File: src/rtl/interrupt_flag_ctrl.sv
// interrupt_flag_ctrl: interrupt sequencer between the external INTR_IN pin
// and the control unit. It synchronises and edge-latches the request, owns the
// interrupt-enable flag I, and strobes the C/Z flag shadow on entry and the
// restore on return. A post-return hold-off guarantees at least one
// instruction runs before the next entry.
// Optional build macro: INT_DROP_COUNT_EN adds the DROP_CNT lost-interrupt
// counter output.
module interrupt_flag_ctrl #(
  parameter int SYNC_STAGES    = 2,
  parameter int HOLDOFF_CYCLES = 1
) (
  input  logic       CLK,
  input  logic       RST,
  input  logic       INTR_IN,
  input  logic       INT_SET,
  input  logic       INT_CLR,
  input  logic       INT_ACK,
  input  logic       RETI,
  input  logic       RETI_IE,
  output logic       INT_PEND,
  output logic       I_FLAG,
  output logic       FLG_SHAD_LD,
  output logic       FLG_LD_SEL,
  output logic       FLG_RESTORE
`ifdef INT_DROP_COUNT_EN
  ,
  output logic [7:0] DROP_CNT
`endif
);

  typedef enum logic [1:0] {
    IDLE    = 2'd0,
    SERVICE = 2'd1,
    HOLDOFF = 2'd2
  } state_t;

  state_t                 state_q, state_d;
  logic [SYNC_STAGES-1:0] sync_q, sync_d;
  logic                   sync_last_d_q, sync_last_d_d;
  logic                   pend_latch_q, pend_latch_d;
  logic                   i_flag_q, i_flag_d;
  logic [3:0]             hold_cnt_q, hold_cnt_d;

  logic                   sync_last;
  logic                   intr_edge;
  logic                   int_pend;
  logic                   ack_accept;
  logic                   reti_accept;

`ifdef INT_DROP_COUNT_EN
  logic [7:0]             drop_cnt_q, drop_cnt_d;
`endif

  // Synchroniser shift, edge detection and the sticky pending latch.
  always_comb begin
    sync_d        = {sync_q[SYNC_STAGES-2:0], INTR_IN};
    sync_last     = sync_q[SYNC_STAGES-1];
    sync_last_d_d = sync_last;
    intr_edge     = sync_last & ~sync_last_d_q;

    int_pend    = pend_latch_q & i_flag_q & (state_q == IDLE);
    ack_accept  = INT_ACK & int_pend;
    reti_accept = RETI & (state_q == SERVICE);

    // A fresh edge on the accept cycle must survive the clear.
    pend_latch_d = pend_latch_q;
    if (intr_edge) begin
      pend_latch_d = 1'b1;
    end else if (ack_accept) begin
      pend_latch_d = 1'b0;
    end
  end

  // Interrupt-enable flag: entry clears it, CLI beats SEI, return restores it.
  always_comb begin
    i_flag_d = i_flag_q;
    if (ack_accept) begin
      i_flag_d = 1'b0;
    end else if (INT_CLR) begin
      i_flag_d = 1'b0;
    end else if (INT_SET) begin
      i_flag_d = 1'b1;
    end else if (reti_accept) begin
      i_flag_d = RETI_IE;
    end
  end

  // Sequencer next state, hold-off counter and zero-latency flag-stage strobes.
  always_comb begin
    state_d     = state_q;
    hold_cnt_d  = hold_cnt_q;
    FLG_SHAD_LD = 1'b0;
    FLG_LD_SEL  = 1'b0;
    FLG_RESTORE = 1'b0;

    case (state_q)
      IDLE: begin
        if (ack_accept) begin
          FLG_SHAD_LD = 1'b1;
          state_d     = SERVICE;
        end
      end
      SERVICE: begin
        if (reti_accept) begin
          FLG_LD_SEL  = 1'b1;
          FLG_RESTORE = 1'b1;
          hold_cnt_d  = 4'(HOLDOFF_CYCLES);
          state_d     = HOLDOFF;
        end
      end
      HOLDOFF: begin
        if (hold_cnt_q <= 4'd1) begin
          hold_cnt_d = 4'd0;
          state_d    = IDLE;
        end else begin
          hold_cnt_d = hold_cnt_q - 4'd1;
        end
      end
      default: begin
        state_d    = IDLE;
        hold_cnt_d = 4'd0;
      end
    endcase
  end

`ifdef INT_DROP_COUNT_EN
  // Lost-interrupt counter: an edge that lands on an already pending,
  // not-being-cleared latch is a dropped request. CLI clears the count.
  always_comb begin
    drop_cnt_d = drop_cnt_q;
    if (INT_CLR) begin
      drop_cnt_d = 8'd0;
    end else if (intr_edge && pend_latch_q && !ack_accept && (drop_cnt_q != 8'hFF)) begin
      drop_cnt_d = drop_cnt_q + 8'd1;
    end
  end

  // Lost-interrupt counter register.
  always_ff @(posedge CLK) begin
    if (RST) begin
      drop_cnt_q <= 8'd0;
    end else begin
      drop_cnt_q <= drop_cnt_d;
    end
  end

  assign DROP_CNT = drop_cnt_q;
`endif

  // State registers with synchronous reset.
  always_ff @(posedge CLK) begin
    if (RST) begin
      sync_q        <= '0;
      sync_last_d_q <= 1'b0;
      pend_latch_q  <= 1'b0;
      i_flag_q      <= 1'b0;
      state_q       <= IDLE;
      hold_cnt_q    <= 4'd0;
    end else begin
      sync_q        <= sync_d;
      sync_last_d_q <= sync_last_d_d;
      pend_latch_q  <= pend_latch_d;
      i_flag_q      <= i_flag_d;
      state_q       <= state_d;
      hold_cnt_q    <= hold_cnt_d;
    end
  end

  assign INT_PEND = int_pend;
  assign I_FLAG   = i_flag_q;

endmodule
File: config.mk
export PLATFORM = sky130hd
export DESIGN_NAME = interrupt_flag_ctrl
export DESIGN_NICKNAME = d
export VERILOG_FILES = /design/src/rtl/interrupt_flag_ctrl.sv
export SDC_FILE = /design/constraint.sdc
export NUM_CORES = 1
export LEC_CHECK = 0
export CAP_MARGIN = 20
export CORE_AREA = 8 8 45 47
export DETAILED_ROUTE_END_ITERATION = 6
export DIE_AREA = 0 0 53 55
export GPL_ROUTABILITY_DRIVEN = 0
export PLACE_DENSITY = 0.75
export SETUP_SLACK_MARGIN = 0.5
export SKIP_LAST_GASP = 1
export SLEW_MARGIN = 20
export SYNTH_ARGS = -nofsm -noshare
export SYNTH_HDL_FRONTEND = slang
export SYNTH_SLANG_ARGS = --single-unit
File: constraint.sdc
create_clock -name CLK -period 2.9 [get_ports CLK]
set_input_delay 0.58 -clock CLK [delete_from_list [all_inputs] [get_ports CLK]]
set_output_delay 0.58 -clock CLK [all_outputs]
set_load 0.05 [all_outputs]
==> results.json <==
{
  "status": "finished, final reports clean",
  "finalHoldViolations": 0,
  "finalCritPeriodShare_pct": 76.91,
  "die_h_um": 55,
  "worst_clock_skew_ns": 0.006518,
  "drc": 0,
  "powerDensity_mw_per_mm2": 363.7,
  "cp.required_ns": 2.32,
  "vias_per_cell": 5.071,
  "synth-xor-area-share_pct": 0,
  "grt_pass1_wl_um": 1966,
  "critPathMaxStageDelay_ns": 0.53,
  "period_minus_slack_ns": 2.230,
  "cts_tree": "built",
  "grtUsageMet1_pct": 9.202,
  "synth_top_family_by_area": "simple AND/OR/NAND/NOR gates",
  "start_util_pct": 45.66,
  "relSlewSlack_pct": 67.09,
  "critPathKind": "reg -> out",
  "cap_violations": 0,
  "p_leak_nw": 0.3009,
  "vias": 502,
  "ctsHtreeMaxLevel": 1,
  "die_w_um": 53,
  "coreArea_sq_mm": 0.001384,
  "clk_path_buf_depth": 2,
  "ant_nets": 0,
  "startpoint_type": "flip-flop",
  "cp.arrival_ns": 1.65,
  "r2r_cells": 6,
  "globalRouteTotalUtil_pct": 9.211,
  "grt_antenna_before_repair": 0,
  "root_buffer": "clkbuf_4",
  "ys_seq_elements": 11,
  "holdPathStages": 1,
  "drv_slew": 0,
  "min_path_type": "reg -> reg",
  "drt_iter0_drc": 8,
  "layout_setup_ws_ns": 0.6695,
  "slowest_stage": "dlygate4sd2_1",
  "cp_max_fo": 4,
  "avgRoutedWirePerCell_um": 12.69,
  "syn_inst": 69,
  "overflow": 0,
  "syn_nets": 83,
  "synth_area_per_cell_sq_um": 9.157,
  "clk_pin_slew_ns": 0.07,
  "num_antenna_cells": 0,
  "insertion_delay_ns": 0.26,
  "rsz0062_at_grt": "false",
  "setup_viol": 0,
  "synth_cell_type_count": 30,
  "worstMarginPinSlew_ns": 0.4921,
  "ys_seq_area_share_pct": 34.85,
  "cts.sinks": 11,
  "ir_worst_vdd_uv": 275.3,
  "nets": 98,
  "synth-simple-area-share_pct": 25.74,
  "final_layout_size_suffix_gt1_share_pct": 16.87,
  "synth_compound_area_share_pct": 19.01,
  "synthAdderAreaFrac_pct": 11.88,
  "cts_made_buffers": 3,
  "max_freq_mhz": 448.3,
  "dpl.hpwl_um": 1011,
  "path_cells": "inv_1 > ha_1 > and3_1 > dlygate4sd2_1",
  "use_met3_pct": 2.941,
  "dieArea_sq_mm": 0.002915,
  "first_global_vias": 504,
  "wl_um": 1256,
  "portBuffers": 12,
  "grt_start_max_net_pins": 13,
  "crit_path_end_kind": "output pin",
  "busiest_layer": "met2",
  "syn_area_sq_um": 631.9,
  "tns_ns": 0,
  "area_growth_pct": 23.17,
  "yosysWarnings": 0,
  "io-pin-count": 13,
  "use_met2_pct": 16.02,
  "place_ws_ns": 0.6999,
  "muxShareOfSynthArea_pct": 3.168,
  "fin_util_pct": 56.24,
  "firstDrtPassIters": 4,
  "num_rows": 14
}
-- cells by family after synthesis --
kind of cell    after synthesis
fa+ha+maj                     6
simple gates                 27
flops                        11
compound gates               15
mux                           2
buf+inv                       8
-- cell usage after synthesis --
library cell / count / area (sq um)
and2_1: 1 / 6.260
ha_1: 6 / 75.07
o21ai_0: 1 / 5.000
inv_1: 6 / 22.52
nor2_1: 3 / 11.26
clkbuf_1: 1 / 3.750
nand4b_1: 1 / 8.760
nor2b_4: 1 / 13.76
a21oi_1: 4 / 20.02
a211oi_1: 2 / 15.01
o21ai_4: 1 / 16.27
or2_4: 2 / 17.52
and3_1: 1 / 6.260
nand2b_1: 4 / 25.02
nor2_2: 1 / 6.260
nand2_1: 5 / 18.77
dfxtp_1: 11 / 220.2
o21ba_2: 1 / 10.01
or3_1: 1 / 6.260
a2111oi_2: 1 / 15.01
o311ai_0: 1 / 8.760
o211a_1: 1 / 10.01
mux2i_1: 2 / 20.02
buf_4: 1 / 7.510
nand3_1: 2 / 10.01
o211ai_1: 1 / 7.510
a31oi_1: 2 / 12.51
nand4_1: 1 / 6.260
and2_2: 1 / 7.510
nor2b_1: 3 / 18.77
-- layout make-up --
cell class,instances,area [sq um]
inverter,6,22.52
fill,126,605.6
multi-input combinational,50,377.9
sequential,11,220.2
timing repair buffer,12,111.4
clock buffer,4,26.28
tap,16,20.02
-- where the power goes --
group,internal [W],switching [W]
registers,0.000154,0.00000177
logic,0.0000138,0.0000114
clock network,0.0000532,0.0000487
total,0.000221,0.0000619
-- flip-flops by register name, summed over array words and instances (netlist names) --
name and cells:
hold_cnt_q 4, state_q 2, sync_q 2, I_FLAG 1
pend_latch_q 1, sync_last_d_q 1
-- final timing paths --
| check | from | slack, ns | to |
|---|---|---|---|
| setup / recovery | state_q[0] | 0.67 | INT_PEND |
| hold / removal | sync_q[0] | 0.45 | sync_q[1] |
| setup reg to reg | hold_cnt_q[0] | 1.32 | hold_cnt_q[1] |
| hold reg to reg | sync_q[0] | 0.45 | sync_q[1] |
-- per-layer routing --
layer	part of all wire [%]	vias to the layer above	wire length (um)
met5	0	-	0
met4	0.80	0	10
met3	4.9	2	62
met2	52	10	653
met1	42	221	529
li1	-	269	-
-- through the flow --
stage,instances,hold WS [ns],power (W),cell area (sq um)
3_3_place_gp,95,0.4381,0.0001846,753.2
5_1_grt,99,0.4696,0.0002974,778.2
3_5_place_dp,95,0.4411,0.0001850,753.2
2_1_floorplan,69,0.4138,0.0001709,631.9
6_report,99,0.4517,0.0002830,778.2
4_1_cts,99,0.4588,0.0002882,778.2
-- layout by cell type, fill, tap and decap left out, types with 3 or more instances in the layout --
cell type / netlist / final
dfxtp_1: 11 / 11
nor2_1: 3 / 3
a21oi_1: 4 / 4
ha_1: 6 / 6
clkbuf_4: 0 / 3
inv_1: 6 / 6
buf_4: 1 / 3
nand2_1: 5 / 5
nor2b_1: 3 / 3
clkdlybuf4s50_1: 0 / 8
nand2b_1: 4 / 4
-- worst max-delay path: cells and delay by family, from the launching register on --
family                     cells  cell delay (ns)
adders and majority gates      1             0.22
buffers and inverters          2             0.64
DFF                            1             0.35
and+or+nand+nor                1             0.18
-- repair_timing --
action	4_1_cts	5_1_grt
endpoints found under the setup margin	1	0
buffers inserted	0	0
gates resized for setup	1	0
hold buffers	0	0
endpoints found under the hold margin	0	0
Note: power is estimated with default switching activity, not from simulation.
